<file path="config.mk">
export PLATFORM = sky130hd
export DESIGN_NAME = legv8_mc_control
export DESIGN_NICKNAME = d
export VERILOG_FILES = /design/src/rtl/legv8_pkg.sv /design/src/rtl/legv8_opc_decode.sv /design/src/rtl/legv8_mc_control.sv
export SDC_FILE = /design/constraint.sdc
export NUM_CORES = 1
export LEC_CHECK = 0
export CAP_MARGIN = 15
export CORE_MARGIN = 2
export CORE_UTILIZATION = 43
export DETAILED_ROUTE_END_ITERATION = 7
export HOLD_SLACK_MARGIN = 0.1
export PLACE_DENSITY = 0.78
export SETUP_SLACK_MARGIN = 0.15
export SKIP_LAST_GASP = 1
export SLEW_MARGIN = 40
export SYNTH_ARGS = -nofsm -noshare
export SYNTH_HDL_FRONTEND = slang
export SYNTH_SLANG_ARGS = --single-unit
</file>
<file path="constraint.sdc">
create_clock -name clk -period 2.2 [get_ports clk]
set_input_delay 0.44 -clock clk [delete_from_list [all_inputs] [get_ports clk]]
set_output_delay 0.44 -clock clk [all_outputs]
set_load 0.01 [all_outputs]
</file>
<file path="src/rtl/legv8_pkg.sv">
// Shared types and constants for the LEGv8 multi-cycle control path:
// state encoding, opcode patterns and the control-field encodings.
package legv8_pkg;

  localparam int OPC_BITS = 11;

  typedef enum logic [3:0] {
    ST_FETCH  = 4'd0,
    ST_DECODE = 4'd1,
    ST_EXEC_R = 4'd2,
    ST_EXEC_I = 4'd3,
    ST_ADDR   = 4'd4,
    ST_MEM_RD = 4'd5,
    ST_MEM_WR = 4'd6,
    ST_WB_ALU = 4'd7,
    ST_WB_MEM = 4'd8,
    ST_BRANCH = 4'd9,
    ST_HALT   = 4'd10
  } state_t;

  typedef enum logic [2:0] {
    CLS_R   = 3'd0,
    CLS_I   = 3'd1,
    CLS_MEM = 3'd2,
    CLS_BR  = 3'd3,
    CLS_ILL = 3'd4
  } opc_class_t;

  localparam logic [1:0] SEU_B  = 2'b00;
  localparam logic [1:0] SEU_CB = 2'b01;
  localparam logic [1:0] SEU_I  = 2'b10;
  localparam logic [1:0] SEU_D  = 2'b11;

  localparam logic [1:0] ALU_ADD    = 2'b00;
  localparam logic [1:0] ALU_PASS_B = 2'b01;
  localparam logic [1:0] ALU_FUNCT  = 2'b10;

  localparam logic [1:0] PC_SEQ    = 2'b00;
  localparam logic [1:0] PC_BRANCH = 2'b01;

  localparam logic [10:0] MASK_FULL = 11'b11111111111;
  localparam logic [10:0] MASK_IMM  = 11'b11111111110;
  localparam logic [10:0] MASK_CB   = 11'b11111111000;
  localparam logic [10:0] MASK_B    = 11'b11111100000;

  localparam logic [10:0] OPC_ADD  = 11'b10001011000;
  localparam logic [10:0] OPC_SUB  = 11'b11001011000;
  localparam logic [10:0] OPC_AND  = 11'b10001010000;
  localparam logic [10:0] OPC_ORR  = 11'b10101010000;
  localparam logic [10:0] OPC_ADDI = 11'b10010001000;
  localparam logic [10:0] OPC_SUBI = 11'b11010001000;
  localparam logic [10:0] OPC_LDUR = 11'b11111000010;
  localparam logic [10:0] OPC_STUR = 11'b11111000000;
  localparam logic [10:0] OPC_B    = 11'b00010100000;
  localparam logic [10:0] OPC_CBZ  = 11'b10110100000;
  localparam logic [10:0] OPC_CBNZ = 11'b10110101000;

  function automatic logic opc_match(input logic [10:0] opc,
                                     input logic [10:0] value,
                                     input logic [10:0] mask);
    return ((opc & mask) == (value & mask));
  endfunction

endpackage

</file>
<file path="src/rtl/legv8_opc_decode.sv">
// Combinational opcode classifier: maps IR[31:21] to an instruction class,
// the immediate format and the few flags the sequencer needs later.
module legv8_opc_decode
  import legv8_pkg::*;
(
  input  logic [OPC_BITS-1:0] opcode,
  output opc_class_t          opc_class,
  output logic [1:0]          seu_op,
  output logic                is_load,
  output logic                is_cbnz,
  output logic                illegal
);

  // priority match of the supported opcodes; R-type carries no immediate
  always_comb begin
    opc_class = CLS_ILL;
    seu_op    = SEU_B;
    is_load   = 1'b0;
    is_cbnz   = 1'b0;
    illegal   = 1'b0;
    if (opc_match(opcode, OPC_ADD, MASK_FULL) || opc_match(opcode, OPC_SUB, MASK_FULL) ||
        opc_match(opcode, OPC_AND, MASK_FULL) || opc_match(opcode, OPC_ORR, MASK_FULL)) begin
      opc_class = CLS_R;
      seu_op    = SEU_D;
    end else if (opc_match(opcode, OPC_ADDI, MASK_IMM) || opc_match(opcode, OPC_SUBI, MASK_IMM)) begin
      opc_class = CLS_I;
      seu_op    = SEU_I;
    end else if (opc_match(opcode, OPC_LDUR, MASK_FULL)) begin
      opc_class = CLS_MEM;
      seu_op    = SEU_D;
      is_load   = 1'b1;
    end else if (opc_match(opcode, OPC_STUR, MASK_FULL)) begin
      opc_class = CLS_MEM;
      seu_op    = SEU_D;
    end else if (opc_match(opcode, OPC_B, MASK_B)) begin
      opc_class = CLS_BR;
      seu_op    = SEU_B;
    end else if (opc_match(opcode, OPC_CBZ, MASK_CB)) begin
      opc_class = CLS_BR;
      seu_op    = SEU_CB;
    end else if (opc_match(opcode, OPC_CBNZ, MASK_CB)) begin
      opc_class = CLS_BR;
      seu_op    = SEU_CB;
      is_cbnz   = 1'b1;
    end else begin
      illegal   = 1'b1;
    end
  end

endmodule

</file>
<file path="src/rtl/legv8_mc_control.sv">
// Multi-cycle LEGv8 sequencer. Outputs are decoded from the state register and
// the opcode flags captured in DECODE; all outputs are forced low during reset.
module legv8_mc_control
  import legv8_pkg::*;
#(
  parameter int OPC_W = 11
) (
  input  logic             clk,
  input  logic             rst_n,
  input  logic [OPC_W-1:0] opcode,
  input  logic             zero,
  input  logic             mem_ready,
  output logic [1:0]       seu_op,
  output logic             alu_src,
  output logic [1:0]       alu_op,
  output logic             reg2_loc,
  output logic             mem_read,
  output logic             mem_write,
  output logic             ir_write,
  output logic             pc_write,
  output logic [1:0]       pc_src,
  output logic             reg_write,
  output logic             mem_to_reg,
  output logic             illegal
);

  state_t     state_r, state_s;
  logic [1:0] seu_op_r;
  logic       is_load_r, is_cbnz_r, illegal_r;

  opc_class_t dec_class_s;
  logic [1:0] dec_seu_s;
  logic       dec_load_s, dec_cbnz_s, dec_illegal_s;

  logic [1:0] alu_op_s, pc_src_s;
  logic       alu_src_s, reg2_loc_s, mem_read_s, mem_write_s, ir_write_s;
  logic       pc_write_s, reg_write_s, mem_to_reg_s;

  legv8_opc_decode u_decode (
    .opcode    (opcode[OPC_W-1 -: OPC_BITS]),
    .opc_class (dec_class_s),
    .seu_op    (dec_seu_s),
    .is_load   (dec_load_s),
    .is_cbnz   (dec_cbnz_s),
    .illegal   (dec_illegal_s)
  );

  // state register plus the decode results captured in DECODE
  always_ff @(posedge clk) begin
    if (!rst_n) begin
      state_r   <= ST_FETCH;
      seu_op_r  <= SEU_B;
      is_load_r <= 1'b0;
      is_cbnz_r <= 1'b0;
      illegal_r <= 1'b0;
    end else begin
      state_r <= state_s;
      if (state_r == ST_DECODE) begin
        seu_op_r  <= dec_seu_s;
        is_load_r <= dec_load_s;
        is_cbnz_r <= dec_cbnz_s;
        if (dec_illegal_s) begin
          illegal_r <= 1'b1;
        end
      end
    end
  end

  // next-state and per-state control decode
  always_comb begin
    state_s      = state_r;
    alu_src_s    = 1'b0;
    alu_op_s     = ALU_ADD;
    reg2_loc_s   = 1'b0;
    mem_read_s   = 1'b0;
    mem_write_s  = 1'b0;
    ir_write_s   = 1'b0;
    pc_write_s   = 1'b0;
    pc_src_s     = PC_SEQ;
    reg_write_s  = 1'b0;
    mem_to_reg_s = 1'b0;
    case (state_r)
      ST_FETCH: begin
        mem_read_s = 1'b1;
        if (mem_ready) begin
          ir_write_s = 1'b1;
          pc_write_s = 1'b1;
          state_s    = ST_DECODE;
        end else begin
          state_s    = ST_FETCH;
        end
      end
      ST_DECODE: begin
        case (dec_class_s)
          CLS_R:   state_s = ST_EXEC_R;
          CLS_I:   state_s = ST_EXEC_I;
          CLS_MEM: state_s = ST_ADDR;
          CLS_BR:  state_s = ST_BRANCH;
          default: state_s = ST_HALT;
        endcase
      end
      ST_EXEC_R: begin
        alu_op_s = ALU_FUNCT;
        state_s  = ST_WB_ALU;
      end
      ST_EXEC_I: begin
        alu_src_s = 1'b1;
        alu_op_s  = ALU_FUNCT;
        state_s   = ST_WB_ALU;
      end
      ST_ADDR: begin
        alu_src_s  = 1'b1;
        reg2_loc_s = 1'b1;
        if (is_load_r) begin
          state_s = ST_MEM_RD;
        end else begin
          state_s = ST_MEM_WR;
        end
      end
      ST_MEM_RD: begin
        mem_read_s = 1'b1;
        if (mem_ready) begin
          state_s = ST_WB_MEM;
        end else begin
          state_s = ST_MEM_RD;
        end
      end
      ST_MEM_WR: begin
        mem_write_s = 1'b1;
        if (mem_ready) begin
          state_s = ST_FETCH;
        end else begin
          state_s = ST_MEM_WR;
        end
      end
      ST_WB_ALU: begin
        reg_write_s = 1'b1;
        state_s     = ST_FETCH;
      end
      ST_WB_MEM: begin
        reg_write_s  = 1'b1;
        mem_to_reg_s = 1'b1;
        state_s      = ST_FETCH;
      end
      ST_BRANCH: begin
        reg2_loc_s = 1'b1;
        alu_op_s   = ALU_PASS_B;
        pc_src_s   = PC_BRANCH;
        // B is the only branch format decoded with the SEU_B immediate
        if (seu_op_r == SEU_B) begin
          pc_write_s = 1'b1;
        end else if (is_cbnz_r) begin
          pc_write_s = ~zero;
        end else begin
          pc_write_s = zero;
        end
        state_s = ST_FETCH;
      end
      ST_HALT: begin
        state_s = ST_HALT;
      end
      default: begin
        state_s = ST_HALT;
      end
    endcase
  end

  // the decoded format is visible in DECODE itself, then held until the next DECODE
  assign seu_op     = !rst_n ? 2'b00 : ((state_r == ST_DECODE) ? dec_seu_s : seu_op_r);
  assign alu_src    = rst_n & alu_src_s;
  assign alu_op     = rst_n ? alu_op_s : 2'b00;
  assign reg2_loc   = rst_n & reg2_loc_s;
  assign mem_read   = rst_n & mem_read_s;
  assign mem_write  = rst_n & mem_write_s;
  assign ir_write   = rst_n & ir_write_s;
  assign pc_write   = rst_n & pc_write_s;
  assign pc_src     = rst_n ? pc_src_s : 2'b00;
  assign reg_write  = rst_n & reg_write_s;
  assign mem_to_reg = rst_n & mem_to_reg_s;
  assign illegal    = rst_n & illegal_r;

endmodule

</file>
; ---- Word level (Yosys, flattened, before mapping)
; Index checks and enable logic that the tools add are counted.
[word_totals]
regBits = 9
word_cells = 106
[op_classes]
eq_ne = 23
muxes = 54
bitwise_logic = 10
n_reduce_logical = 14
[ops]
columns = cell, count
row1 = equality test 11 bit (second input constant), 6
row2 = two-way mux 1 bit, 30
row3 = one-hot mux 4 bit (7 select lines), 1
row4 = two-way mux 3 bit, 8
row5 = two-way mux 2 bit, 11
row6 = equality test 10 bit (second input constant), 2
row7 = equality test 4 x 3 -> 1 bit (second input constant), 4
row8 = equality test 8 bit (second input constant), 2
row9 = one-hot mux 4 bit (4 select lines), 1
row10 = OR reduction 2 bit, 5
row11 = bitwise AND 1 bit, 9
row12 = equality test 4 x 2 -> 1 bit (second input constant), 2
row13 = equality test 4 bit (second input constant), 2
row14 = equality test 3 x 2 -> 1 bit (second input constant), 2
row15 = equality test 6 x 3 -> 1 bit (second input constant), 1
row16 = equality test 4 x 1 -> 1 bit (second input constant), 1
row17 = zero test 4 bit, 1
row18 = logical OR 1 bit, 4
row19 = two-way mux 4 bit, 1
row20 = one-hot mux 2 bit (2 select lines), 1
row21 = equality test 3 x 1 -> 1 bit (second input constant), 1
row22 = zero test 3 bit, 1
row23 = OR reduction 3 bit, 1
row24 = zero test 2 bit, 1
row25 = 3 further kinds, 3

; ---- Logic depth before layout (Yosys ltp)
[depth]
ltp_word = 11
ltp_mapped = 5

; ---- By module
; From an unflattened synthesis, not the netlist that was laid out.
[hier_totals]
hier_cells = 104
area_unflattened_um2 = 835.8
[modules_own_cells]
columns = mod, instances, cells_per_inst, area_each_um2, seq_area_each_um2
row1 = legv8_mc_control, 1, 80, 653.1, 180.2
row2 = legv8_opc_decode, 1, 24, 182.7, 0.0

; ---- Least setup slack after synthesis
; OpenSTA, ideal clock, no wires.
[synth_path]
path_kind = flip-flop to output port
startpoint = register state_r[3]
endpoint = output seu_op[0]
arrival_ps = 1474
required_ps = 1760
slack_ps = 286
path_stages_with_launch = 6
path_cell_list = dfxtp_1 buf_6 or4b_4 a31oi_4 nand2_2 o221a_2
[synth_via]
elab_chain_len = 3
[synth_lines]
columns = item, line
row1 = "start, declared", legv8_mc_control.sv:27  ; state_t state_r, state_s;
row2 = "start signal, assigned", legv8_mc_control.sv:57  ; state_r <= state_s;
row3 = equality test 4 x 1 -> 1 bit, legv8_mc_control.sv:169  ; assign seu_op = !rst_n ? 2'b00 : ((state_r == ST_DECODE) ? dec_seu_s : seu_op_r);
row4 = two-way mux 2 bit (2 in series), --
row5 = "end, declared", legv8_mc_control.sv:13  ; output logic [1:0] seu_op,
; Every way passes these cells.

; ---- Worst setup path in the final report
[layout_path]
startpoint = register state_r[2]
endpoint = output seu_op[0]
; The elaborated chain is that of the path after synthesis.

==> impl_metrics.ini <==
[status]
status = finished, violations left
violations = negative setup slack

[timing]
drv_slew = 0
layout_setup_ws_ns = -0.02900
rsz0062_at_grt = yes
max_freq_mhz = 448.6
clock_skew_ns = 0.0003691
hold_violations = 0
period_share = 1.013
min_period_ns = 2.229
finalSetupViolations = 1
fin_setup_tns_ns = -0.02900

[final_layout]
syn_to_final_growth_pct = 71.27
finalNonFillerCells = 182
multiInputGateArea_um2 = 645.6
final_nets = 173
fill_cells = 133
ff_latch_area_um2 = 181.4
drive_above_1_share = 0.3567
antennaDiodeCount = 0

[drt]
dr.pass1.iters = 4
drt_iter0_drc = 12
post_drt_wl_per_cell_um = 14.35
via_count = 1025
drc = 0
totalWireLength_um = 2612
drtAntennaViolNets = 0
vias_per_cell = 5.632

[clock_network]
clk_latency_ns = 0.28
cts_tree = yes
ctsHoldBuffers = 0
cts.sinks = 9
h-tree-depth = 1
clk_pin_slew_ns = 0.06
cts_max_path_buffers = 2
numCtsBuffers = 3
root_buffer = clkbuf_4

[synthesis]
synth.area.top_cells = dfxtp_1 23%, a21oi_1 5.7%, o21ai_0 5.0%, a21o_1 3.8%, nand2_1 3.8%
yosysWarnings = 0
ys_seq_area_frac = 0.2261
yosys.area.top_type = dfxtp_1
synth_edf_count = 0
synthCells = 104
async_reset_ff_frac = 0
avgSynthCellArea_um2 = 7.664
syn_nets = 119
synth_ff_type = dfxtp_1
synth.distinct_cells = 41
ys_ff_latch = 9
netlist.area_leader.share = 0.2261
syn-cell-area_um2 = 797.0

[setup_path]
crit_family = simple AND/OR/NAND/NOR gates
max_stage_delay_ns = 0.56
cp_num_buf_inv = 1
cp.arrival_ns = 1.79
cp-end-kind = output pin
cp_cell_sequence = or4b_4, a31oi_4, nand2_2, o221a_4, buf_6
critPathKind = reg2out
cp_slowest_cell = or4b_4
required_ns = 1.76
worst_setup_path_start_kind = flip-flop
critPathMaxFanout = 3

[hold_path]
holdCritPathClass = reg2reg

[floorplan]
pin_count = 30
die_x_um = 47.05
die_area_mm2 = 0.002214
fp-row-count = 15
dieHeight_um = 47.05
fp.coreArea_mm2 = 0.001727
start_util = 0.4616

[global_route]
grt_antenna_before_repair = 0
grt_first_pass_wirelength_um = 3981
grt_max_degree = 17
gr-total-overflow = 0
grt_pass1_vias = 956
grt_usage = 0.2602

[job]
maxCapViolCount = 0

[place]
gp_congestion = 0.9545
place_hpwl_um = 1798
dp.cells = 172
numPortBuffers = 28

[power_and_ir_drop]
power_density_mw_per_mm2 = 968.6
p_leak_nw = 0.6264
vdd_drop_max_mv = 0.6785
==> kinds of logic (layout without fill, tap and decap cells) <==
kind of cell | count (synthesis) | count (layout) | synth area share
DFF | 9 | 9 | 0.2261
and+or+nand+nor | 52 | 52 | 0.4145
AOI/OAI and AO/OA | 31 | 31 | 0.2716
xor gates and xnor gates | 2 | 2 | 0.02198
other | 1 | 1 | 0.004705
buffers and inverters | 9 | 62 | 0.06122
==> sequential cells by signal, indices dropped and copies added, names as in the netlist <==
register and cells:
is_load_r 1, state_r 4, illegal_r 1, is_cbnz_r 1, seu_op_r 2
==> layout by cell type (no fill, tap or decap), types with 2 or more instances in the layout <==
cell type and instances:
a31oi_1 2, buf_6 5, nor3_1 4, nand2b_1 3
nand3_1 3, and3_1 2, inv_1 2, a21oi_1 9
o21ai_0 6, buf_4 25, a21o_1 4, nand2_1 8
nor2_1 3, dfxtp_1 8, clkbuf_4 3, nor3b_1 4
clkdlybuf4s50_1 3, dlygate4sd2_1 19, nor2b_4 2, nand3b_1 2
and2_1 2
==> timing repair <==
item | 4_1_cts | 5_1_grt
pin swaps | 7 | 8
setup endpoints to repair | 14 | 4
buffers inserted | 5 | 1
gates resized for setup | 54 | 8
==> synth_stat cells (all sizes together) (4+ instances only) <==
cell and number:
o21ai 8, dfxtp 9, nand2 9, nor3 4, a21o 4, nor3b 4
a21oi 9, nor2b 4, nor2 5, clkbuf 4, nand3 4
==> through the flow <==
| stage | setup slack, ns | area (um2) | utilization | power [mW] | hold slack (ns) |
|---|---|---|---|---|---|
| floorplan | 0.2856 | 797.0 | - | 0.7079 | 0.4444 |
| global placement | -0.6183 | 1232 | 0.7138 | 1.013 | 0.4606 |
| detailed placement | -0.7240 | 1232 | 0.7138 | 1.038 | 0.4742 |
| CTS | -0.02966 | 1344 | 0.7783 | 1.263 | 0.4853 |
| global route | -0.07802 | 1365 | 0.7906 | 1.405 | 0.4874 |
| finish | -0.02900 | 1365 | 0.7906 | 1.322 | 0.4821 |
==> power by group <==
| group | switching (mW) | internal, mW | total (mW) |
|---|---|---|---|
| Clock | 0.0659 | 0.0704 | 0.136 |
| Combinational | 0.456 | 0.477 | 0.933 |
| Sequential | 0.0320 | 0.221 | 0.253 |
| Total | 0.554 | 0.768 | 1.32 |
==> worst paths after layout <==
| kind | startpoint | end | slack [ns] | depth (start not counted) |
|---|---|---|---|---|
| setup reg to reg | state_r[2] | state_r[0] | 0.46 | 6 |
| hold reg to reg | is_cbnz_r | is_cbnz_r | 0.48 | 2 |
| hold / removal | is_cbnz_r | is_cbnz_r | 0.48 | 2 |
| setup / recovery | state_r[2] | seu_op[0] | -0.03 | 5 |
==> per-layer routing <==
metal  up-vias  track usage  wire length, um
met5         -            0                0
met4         0       0.1722               91
met3         9      0.05385              154
met2        51       0.4548             1272
met1       474       0.2805             1094
li1        491            -                -
==> area by class of cell <==
cell class,instances,share of cell area
multi-input cells,86,0.4730
well taps,25,0.02291
inverters,2,0.005500
clock buffers,4,0.01925
flip-flops and latches,9,0.1329
repair buffers,56,0.3465
==> worst reg2reg max path: stages, from the launching register on <==
cell	delay, ns
dfxtp_2	0.33
or4b_4	0.56
a31oi_4	0.20
nand2_2	0.09
buf_4	0.14
buf_4	0.12
a221oi_2	0.23
Note: power is estimated with default switching activity, not from simulation.
